### src/rtl/layer0_feature_loader_pkg.sv
// Shared layer-0 parameter package.
// Holds the frame geometry defaults and the loader state encoding. The
// layer-0 neuron wrappers use the same geometry, so the packed vector
// width always matches on both sides.
package layer0_feature_loader_pkg;

    localparam int L0_NUM_FEATURES = 16;
    localparam int L0_FEAT_W       = 16;
    localparam int L0_IN_BITS      = 2;

    typedef enum logic [1:0] {
        L0_COLLECT = 2'd0,
        L0_FULL    = 2'd1,
        L0_DISCARD = 2'd2
    } l0_state_e;

    // Counter width that stays legal when a frame has a single feature.
    function automatic int l0_cnt_w(input int n);
        return (n > 1) ? $clog2(n) : 1;
    endfunction

endpackage

### src/rtl/layer0_feature_loader_quant.sv
// layer0_quant: combinational feature quantizer.
// Converts one signed feature word into an IN_BITS code centred on
// 2^(IN_BITS-1). The offset is removed at FEAT_W+1 bits so that it cannot
// wrap, then the result is arithmetically shifted and clamped.
// Ports:
//   data_i  - signed feature word
//   code_o  - unsigned code in [0, 2^IN_BITS-1]
module layer0_quant
    import layer0_feature_loader_pkg::*;
#(
    parameter int                       FEAT_W  = L0_FEAT_W,
    parameter int                       IN_BITS = L0_IN_BITS,
    parameter int                       SHIFT   = 12,
    parameter logic signed [FEAT_W-1:0] OFFSET  = '0
) (
    input  logic [FEAT_W-1:0]  data_i,
    output logic [IN_BITS-1:0] code_o
);

    localparam logic signed [FEAT_W+1:0] HALF = (FEAT_W+2)'(2**(IN_BITS-1));
    localparam logic signed [FEAT_W+1:0] QMAX = (FEAT_W+2)'(2**IN_BITS - 1);

    logic signed [FEAT_W:0]   y;
    logic signed [FEAT_W:0]   s;
    logic signed [FEAT_W+1:0] q;

    assign y = $signed({data_i[FEAT_W-1], data_i}) - $signed({OFFSET[FEAT_W-1], OFFSET});
    assign s = y >>> SHIFT;
    // One extra bit so the recentring add cannot overflow before the clamp.
    assign q = $signed({s[FEAT_W], s}) + HALF;

    always_comb begin
        if (q[FEAT_W+1])   code_o = '0;
        else if (q > QMAX) code_o = '1;
        else               code_o = q[IN_BITS-1:0];
    end

endmodule

### src/rtl/layer0_feature_loader.sv
// layer0_feature_loader: assembles a stream of signed feature beats into one
// packed vector of quantized codes for the layer-0 neuron array.
// Ports:
//   clk, rst_n           - clock, asynchronous active-low reset
//   in_valid/in_ready    - feature beat handshake
//   in_data, in_last     - feature word, final-beat marker
//   out_valid/out_ready  - packed vector handshake
//   out_data             - feature k at [k*IN_BITS +: IN_BITS], k=0 first beat
//   err_frame            - sticky frame-alignment error
//   err_count            - saturating count of dropped frames
// A frame is delivered only if in_last arrives exactly on beat NUM_FEATURES-1.
// A frame that completes while the output register is still occupied parks
// in the collect buffer (FULL) and input is stalled until the slot frees.
module layer0_feature_loader
    import layer0_feature_loader_pkg::*;
#(
    parameter int                       NUM_FEATURES = L0_NUM_FEATURES,
    parameter int                       FEAT_W       = L0_FEAT_W,
    parameter int                       IN_BITS      = L0_IN_BITS,
    parameter int                       SHIFT        = 12,
    parameter logic signed [FEAT_W-1:0] OFFSET       = '0
) (
    input  logic                            clk,
    input  logic                            rst_n,
    input  logic                            in_valid,
    output logic                            in_ready,
    input  logic [FEAT_W-1:0]               in_data,
    input  logic                            in_last,
    output logic                            out_valid,
    input  logic                            out_ready,
    output logic [NUM_FEATURES*IN_BITS-1:0] out_data,
    output logic                            err_frame,
    output logic [7:0]                      err_count
);

    localparam int CNT_W = l0_cnt_w(NUM_FEATURES);
    localparam logic [CNT_W-1:0] CNT_LAST = CNT_W'(NUM_FEATURES - 1);

    typedef logic [NUM_FEATURES-1:0][IN_BITS-1:0] frame_t;

    l0_state_e          state_q, state_d;
    logic [CNT_W-1:0]   cnt_q, cnt_d;
    frame_t             coll_q;
    frame_t             out_data_q, out_data_d;
    logic               out_valid_q, out_valid_d;
    logic               err_frame_q;
    logic [7:0]         err_count_q;

    logic [IN_BITS-1:0] code;
    frame_t             frame_full;
    logic               accept, at_end, slot_free;
    logic               in_collect, good_last, short_err, long_err, frame_err;
    logic               load_out;

    layer0_quant #(
        .FEAT_W (FEAT_W),
        .IN_BITS(IN_BITS),
        .SHIFT  (SHIFT),
        .OFFSET (OFFSET)
    ) u_quant (
        .data_i(in_data),
        .code_o(code)
    );

    // ---------------- beat classification ----------------
    assign accept     = in_valid & in_ready;
    assign at_end     = (cnt_q == CNT_LAST);
    assign slot_free  = !out_valid_q || out_ready;
    assign in_collect = (state_q == L0_COLLECT) && accept;
    assign good_last  = in_collect &&  at_end &&  in_last;
    assign short_err  = in_collect && !at_end &&  in_last;
    assign long_err   = in_collect &&  at_end && !in_last;
    assign frame_err  = short_err || long_err;

    // Final beat bypasses the buffer so the frame lands in one cycle.
    always_comb begin
        frame_full = coll_q;
        frame_full[NUM_FEATURES-1] = code;
    end

    // ---------------- FSM: state register ----------------
    always_ff @(posedge clk or negedge rst_n) begin
        if (!rst_n) state_q <= L0_COLLECT;
        else        state_q <= state_d;
    end

    // ---------------- FSM: next state ----------------
    always_comb begin
        state_d = state_q;
        case (state_q)
            L0_COLLECT: begin
                if (good_last && !slot_free) state_d = L0_FULL;
                else if (long_err)           state_d = L0_DISCARD;
            end
            L0_FULL: begin
                if (slot_free) state_d = L0_COLLECT;
            end
            L0_DISCARD: begin
                if (accept && in_last) state_d = L0_COLLECT;
            end
            default: state_d = L0_COLLECT;
        endcase
    end

    // ---------------- FSM: outputs ----------------
    always_comb begin
        in_ready = (state_q != L0_FULL);
    end

    // ---------------- datapath next state ----------------
    always_comb begin
        cnt_d = cnt_q;
        if (in_collect) begin
            // Any frame end (good or bad) and the long-frame overflow restart at 0.
            if (in_last || at_end) cnt_d = '0;
            else                   cnt_d = cnt_q + CNT_W'(1);
        end else if (state_q == L0_DISCARD) begin
            cnt_d = '0;
        end
    end

    assign load_out = (good_last && slot_free) || ((state_q == L0_FULL) && slot_free);

    always_comb begin
        out_data_d  = out_data_q;
        out_valid_d = out_valid_q;
        if (load_out) begin
            // In FULL the buffer already holds the complete parked frame.
            out_data_d  = (state_q == L0_FULL) ? coll_q : frame_full;
            out_valid_d = 1'b1;
        end else if (out_ready) begin
            out_valid_d = 1'b0;
        end
    end

    // ---------------- registers ----------------
    always_ff @(posedge clk or negedge rst_n) begin
        if (!rst_n) begin
            cnt_q       <= '0;
            out_data_q  <= '0;
            out_valid_q <= 1'b0;
            err_frame_q <= 1'b0;
            err_count_q <= '0;
        end else begin
            cnt_q       <= cnt_d;
            out_data_q  <= out_data_d;
            out_valid_q <= out_valid_d;
            if (frame_err) begin
                err_frame_q <= 1'b1;
                if (err_count_q != 8'hFF) err_count_q <= err_count_q + 8'd1;
            end
        end
    end

    // Collect buffer carries no reset; slots are always written before use.
    always_ff @(posedge clk) begin
        if (in_collect) coll_q[cnt_q] <= code;
    end

    assign out_valid = out_valid_q;
    assign out_data  = out_data_q;
    assign err_frame = err_frame_q;
    assign err_count = err_count_q;

endmodule

### config.mk
export PLATFORM = sky130hd
export DESIGN_NAME = layer0_feature_loader
export DESIGN_NICKNAME = d
export VERILOG_FILES = /design/src/rtl/layer0_feature_loader_pkg.sv /design/src/rtl/layer0_feature_loader_quant.sv /design/src/rtl/layer0_feature_loader.sv
export SDC_FILE = /design/constraint.sdc
export NUM_CORES = 1
export LEC_CHECK = 0
export ABC_CLOCK_PERIOD_IN_PS = 2180
export CORE_MARGIN = 1
export CORE_UTILIZATION = 51
export CTS_CLUSTER_SIZE = 16
export DETAILED_ROUTE_END_ITERATION = 12
export HOLD_SLACK_MARGIN = 0.1
export PLACE_DENSITY = 0.77
export SLEW_MARGIN = 10
export SYNTH_ARGS = -nofsm -noshare
export SYNTH_HDL_FRONTEND = slang
export SYNTH_SLANG_ARGS = --single-unit
### constraint.sdc
create_clock -name clk -period 2.18 [get_ports clk]
set_clock_uncertainty 0.15 [all_clocks]
set_input_delay 0.436 -clock clk [delete_from_list [all_inputs] [get_ports clk]]
set_output_delay 0.436 -clock clk [all_outputs]
set_load 0.02 [all_outputs]
# Word-level counts from Yosys, hierarchy flattened
# Index checks and enable logic that the tools add are counted.
dict set report word_totals {
  ff_bits 80
  n_memories 0
  latch_bits 0
  inputBits 21
  romBits 0
  output_inout_bits 43
  mem_bits_rw 0
}
dict set report classes {
  n_div 0
  mux 16
  n_reduce_logical 24
  order_cmp 3
  n_addsub 3
  shift 0
  multipliers 0
  n_bitwise 1
  n_eq_ne 8
}
# operator n
set ops {}
lappend ops {{$bwmux W32} 1}
lappend ops {{$mux W32} 1}
lappend ops {{$gt A18 B3 Y1 const B} 1}
lappend ops {{$mux W2} 7}
lappend ops {{$mux W4} 3}
lappend ops {{$logic_and A1 B1 Y1} 11}
lappend ops {{$add A8 B1 Y8 const B} 1}
lappend ops {{$demux W2 S4} 1}
lappend ops {{$ne A8 B8 Y1 const B} 1}
lappend ops {{$pmux W2 S3} 1}
lappend ops {{$add A4 B3 Y5 const B} 1}
lappend ops {{$lt A4 B5 Y1 const B} 1}
lappend ops {{$add A4 B1 Y4 const B} 1}
lappend ops {{$eq A4 B4 Y1 const B} 1}
lappend ops {{$ge A4 B1 Y1 const B} 1}
lappend ops {{$logic_not A1 Y1} 4}
lappend ops {{$logic_or A1 B1 Y1} 4}
lappend ops {{$ne A2 B2 Y1 const B} 2}
lappend ops {{$reduce_bool A2 Y1} 2}
lappend ops {{$ne A3 B2 Y1 const B} 1}
lappend ops {{$reduce_and A3 Y1} 1}
lappend ops {{$eq A2 B1 Y1 const B} 1}
lappend ops {{$eq A2 B2 Y1 const B} 1}
lappend ops {{$logic_not A2 Y1} 1}
lappend ops {{other kinds (4)} 5}

# Longest topological paths before layout
dict set report logic_depth {
  depth_word 8
  ltp_mapped 6
  ltp_nobuf 5
}

# Hierarchy
# A second synthesis with hierarchy kept.
dict set report hier_totals {
  cells_unflattened 219
  area_unflattened_um2 3382.0
}
# module cells_per_inst seq_area_each_um2 area_each_um2 n_inst
set by_module_without_submodules {}
lappend by_module_without_submodules {layer0_feature_loader 206 2162.1 3290.7 1}
lappend by_module_without_submodules {layer0_quant 13 0.0 91.3 1}

# Least setup slack after synthesis
# Ideal clock, no wire load.
dict set report synth_path {
  kind {register -> register}
  from {reg cnt_q[0]}
  to {reg out_data_q (netlist bit out_data[11])}
  setup_slack_ns 0.213
  arrival_ns 1.690
  n_path_buf 1
  t_required_ns 1.902
  path_stages_with_launch 7
  cell_sequence {dfrtp_1 > ha_1 > and3_1 > a41oi_2 > nor2_2 > buf_4 > mux2_1}
}
dict set report synth_via {
  elab_chain_cells 5
}
# item line
set synth_rtl {}
lappend synth_rtl {{from (decl)} layer0_feature_loader.sv:42} ;# logic [CNT_W-1:0] cnt_q, cnt_d;
lappend synth_rtl {{from (signal assigned)} layer0_feature_loader.sv:145} ;# cnt_q <= cnt_d;
lappend synth_rtl {{$eq A4 B4 Y1} layer0_feature_loader.sv:67} ;# assign at_end = (cnt_q == CNT_LAST);
lappend synth_rtl {{$logic_and A1 B1 Y1 (2 in series)} layer0_feature_loader.sv:70} ;# assign good_last = in_collect && at_end && in_last;
lappend synth_rtl {{$logic_and A1 B1 Y1} layer0_feature_loader.sv:122} ;# assign load_out = (good_last && slot_free) || ((state_q == L0_FULL) && slot_free);
lappend synth_rtl {{$logic_or A1 B1 Y1} layer0_feature_loader.sv:122}
lappend synth_rtl {{to (signal assigned)} layer0_feature_loader.sv:146} ;# out_data_q <= out_data_d;
lappend synth_rtl {{to (decl)} layer0_feature_loader.sv:44} ;# frame_t out_data_q, out_data_d;
# No other way between the ends.
# A chain may end at the register's enable or synchronous reset.

# Worst setup path after layout
dict set report layout_path {
  from {reg state_q[1]}
  to {out in_ready}
}
dict set report layout_via {
  elab_chain_cells 1
}
# item line
set layout_rtl {}
lappend layout_rtl {{from (decl)} layer0_feature_loader.sv:41} ;# l0_state_e state_q, state_d;
lappend layout_rtl {{from (signal assigned)} layer0_feature_loader.sv:84} ;# else state_q <= state_d;
lappend layout_rtl {{$ne A2 B1 Y1} layer0_feature_loader.sv:107} ;# in_ready = (state_q != L0_FULL);
lappend layout_rtl {{to (decl)} layer0_feature_loader.sv:26} ;# output logic in_ready,
# No other way between the ends.

==> flow_summary.yaml <==
final_layout:
  num-fill-cells: 445
  area_growth_pct: 26.6
  layout.nets: 313
  fin_area_um2: 4100
  drive_above_1_share_pct: 23.4
  diodes: 0
floorplan:
  die_w_um: 81.7
  num_rows: 28
  boundaryPins: 64
  dieArea_um2: 6670
  die_y_um: 81.7
  start_util_pct: 53.7
  coreArea_um2: 6030
logic_synthesis:
  ys_seq_area_share_pct: 66.8
  syn_nets: 242
  yosys_warnings: 0
  ys_types: 41
  synth_edf_count: 32
  syn_inst: 215
  ys_seq_elements: 80
  ys_async_sr_fraction_pct: 60.0
  syn_area_um2: 3240
  avgSynthCellArea_um2: 15.1
  ys.flop_type: "dfrtp_1"
power_and_ir_drop:
  power.share.combinational_pct: 14.6
  clock_power_share_pct: 29.2
  p_seq_share_pct: 56.2
  p_leak_nw: 1.73
  p_sw_share_pct: 26.7
  p_int_mw: 2.28
  p_per_area_nw_per_um2: 758
  netSwitchingPower_mw: 0.829
  vdd_drop_max_v: 0.000753
placement:
  place_hpwl_um: 3740
  portBuffers: 51
  pre_cts_slack_ps: -200
  dpl-instance-area_um2: 3930
  globalplace.congestion: 0.779
global_routing:
  grt_util_all_layers_pct: 17.7
  antenna_found_initial: 0
  grt_pass1_wl_um: 8560
  grt_pass1_vias: 1859
  grt_max_degree: 32
  overflow: 0
status:
  status: "complete, no violations"
clocking:
  clock_path_buffers: 2
  clkTransAtPathRegs_ps: 80
  root_buffer: "clkbuf_8"
  htreeDepth: 3
  clock-sinks: 80
  cts_tree: "done"
  clk_latency_ps: 340
  cts_inserted_buffers: 9
worst_setup_path:
  critPathLaunchType: "register"
  path_cells: "and2b_4 > inv_1 > dlygate4sd2_1"
  critPathKind: "register to primary output"
  cp_slowest_stage_delay_ps: 460
  worst_ep_arrival_time_ps: 1490
  worstSetupEndpointType: "primary output"
  cp.required_ps: 1590
  crit_fanout: 6
  crit_slowest_cell: "dfrtp_1"
  r2r_slack_ps: 130
drt:
  dr.pass1.iters: 4
  drt_iter0_drc: 76
  vias_per_cell: 5.30
  drcViolationCount: 0
  vias: 1940
  post_drt_wl_per_cell_um: 14.7
  drt_wl_total_um: 5400
  ant_nets: 0
timing:
  hold_violations: 0
  worst_slack_ps: 108
  rsz0062_at_grt: "false"
  setup_viol: 0
  fmax_mhz: 483
  finalCritPeriodShare_pct: 95.0
  maxSlewHeadroom_pct: 63.5
  layout_min_cycle_time_ps: 2070
  slew_viol_final: 0
  tightest_slew_ps: 547
run:
  maxCapViolations: 0
worst_hold_path:
  hp-class: "register to register"
## synthesized netlist by cell type (2+ instances only)
library cell	instances	area (µm²)
nand2b_1	2	12.5
a21oi_1	3	15.0
buf_2	2	10.0
xor2_1	6	52.6
nand3_1	6	30.0
nor2_1	9	33.8
a22o_1	2	17.5
nor4_1	3	18.8
nand4_1	2	12.5
nand2_1	11	41.3
inv_1	5	18.8
ha_1	6	75.1
edfxtp_1	32	961
nor3_1	4	20.0
mux2_1	3	33.8
a211oi_1	2	15.0
and2_1	15	93.8
buf_4	3	22.5
dfrtp_1	48	1200
mux2_2	30	338
## routing by layer
| layer | global-route usage (%) | vias to the layer above | part of all wire, % |
|---|---|---|---|
| li1 | - | 923 | - |
| met1 | 21.8 | 959 | 46 |
| met2 | 28.8 | 51 | 48 |
| met3 | 5.33 | 7 | 4.6 |
| met4 | 7.72 | 0 | 1.2 |
| met5 | 0 | - | 0 |
## sequential cells by signal, summed over array words and instances (netlist names)
| name | flops |
|---|---|
| err_count | 8 |
| err_frame | 1 |
| out_valid | 1 |
| coll_q | 32 |
| out_data | 32 |
| cnt_q | 4 |
| state_q | 2 |
## layout make-up
class                   count  area, µm²  area share [%]
flip-flops and latches     80       2160            52.7
multi-input cells         125       1020            25.0
repair buffers             65        637            15.5
clock buffers              10        128            3.11
well taps                  75       93.8            2.29
clock inverters             6       36.3           0.885
inverters                   5       18.8           0.458
## cells by family after synthesis
group / synth area share [%]
buffers and inverters: 1.58
DFF: 66.8
xor gates and xnor gates: 1.62
and+or+nand+nor: 11.5
adders and majority gates: 2.32
AOI/OAI and AO/OA: 4.02
muxes: 12.2
## path summary, 6_finish.rpt
path                                endpoint  startpoint  cells past startpoint
worst max-delay path                in_ready  state_q[1]                      3
max in group asynchronous       out_data[28]       rst_n                      3
worst min-delay path            out_data[11]  coll_q[11]                      1
worst min register to register  out_data[11]  coll_q[11]                      1
min in group asynchronous       out_data[18]       rst_n                      2
worst max register to register  out_data[28]    cnt_q[0]                      6
## worst max-delay path: cells and delay by family, from the launching register on
family                 cells  cell delay, ps
buffers and inverters      2             360
and+or+nand+nor            1             330
DFF                        1             460
## repair_timing
| action | in CTS | in global routing |
|---|---|---|
| endpoints found under the setup margin | 1 | 0 |
| hold buffers | 1 | 0 |
| buffers inserted | 0 | 0 |
| gates resized for setup | 1 | 0 |
| hold endpoints to repair | 22 | 0 |
## power groups by stage
stage | clock network [mW] | logic (mW) | registers [mW]
global placement | 0 | 0.442 | 1.77
finish | 0.906 | 0.454 | 1.75
floorplan | 0 | 0.163 | 1.83
global route | 0.989 | 0.495 | 1.76
CTS | 0.935 | 0.459 | 1.74
detailed placement | 0 | 0.455 | 1.77
## cells in the final DEF, fill, tap and decap left out, types with 2 or more instances in the layout
cell type        count
nand2b_1             2
edfxtp_1            32
buf_4               11
a21oi_1              3
buf_12               2
inv_1                5
mux2_1               3
nand2_1             11
nor3_1               4
nand4_1              2
nor4_1               3
a211oi_1             2
clkinv_2             4
clkbuf_8             9
a22o_1               2
ha_1                 6
mux2_2              30
and2_1              15
nand3_1              6
xor2_1               6
dfrtp_1             48
nor2_1               9
clkdlybuf4s50_1     49
## through the flow
stage	TNS (ps)	power (mW)	utilization [%]	hold WS (ps)	cells
2_1_floorplan	0	1.99	-	-9.59	215
3_3_place_gp	-8710	2.22	65.2	294	349
3_5_place_dp	-12090	2.23	65.2	306	349
4_1_cts	0	3.14	68.0	324	366
5_1_grt	0	3.24	68.0	341	366
6_report	0	3.11	68.0	319	366
Power figures use the tool's default switching activity.
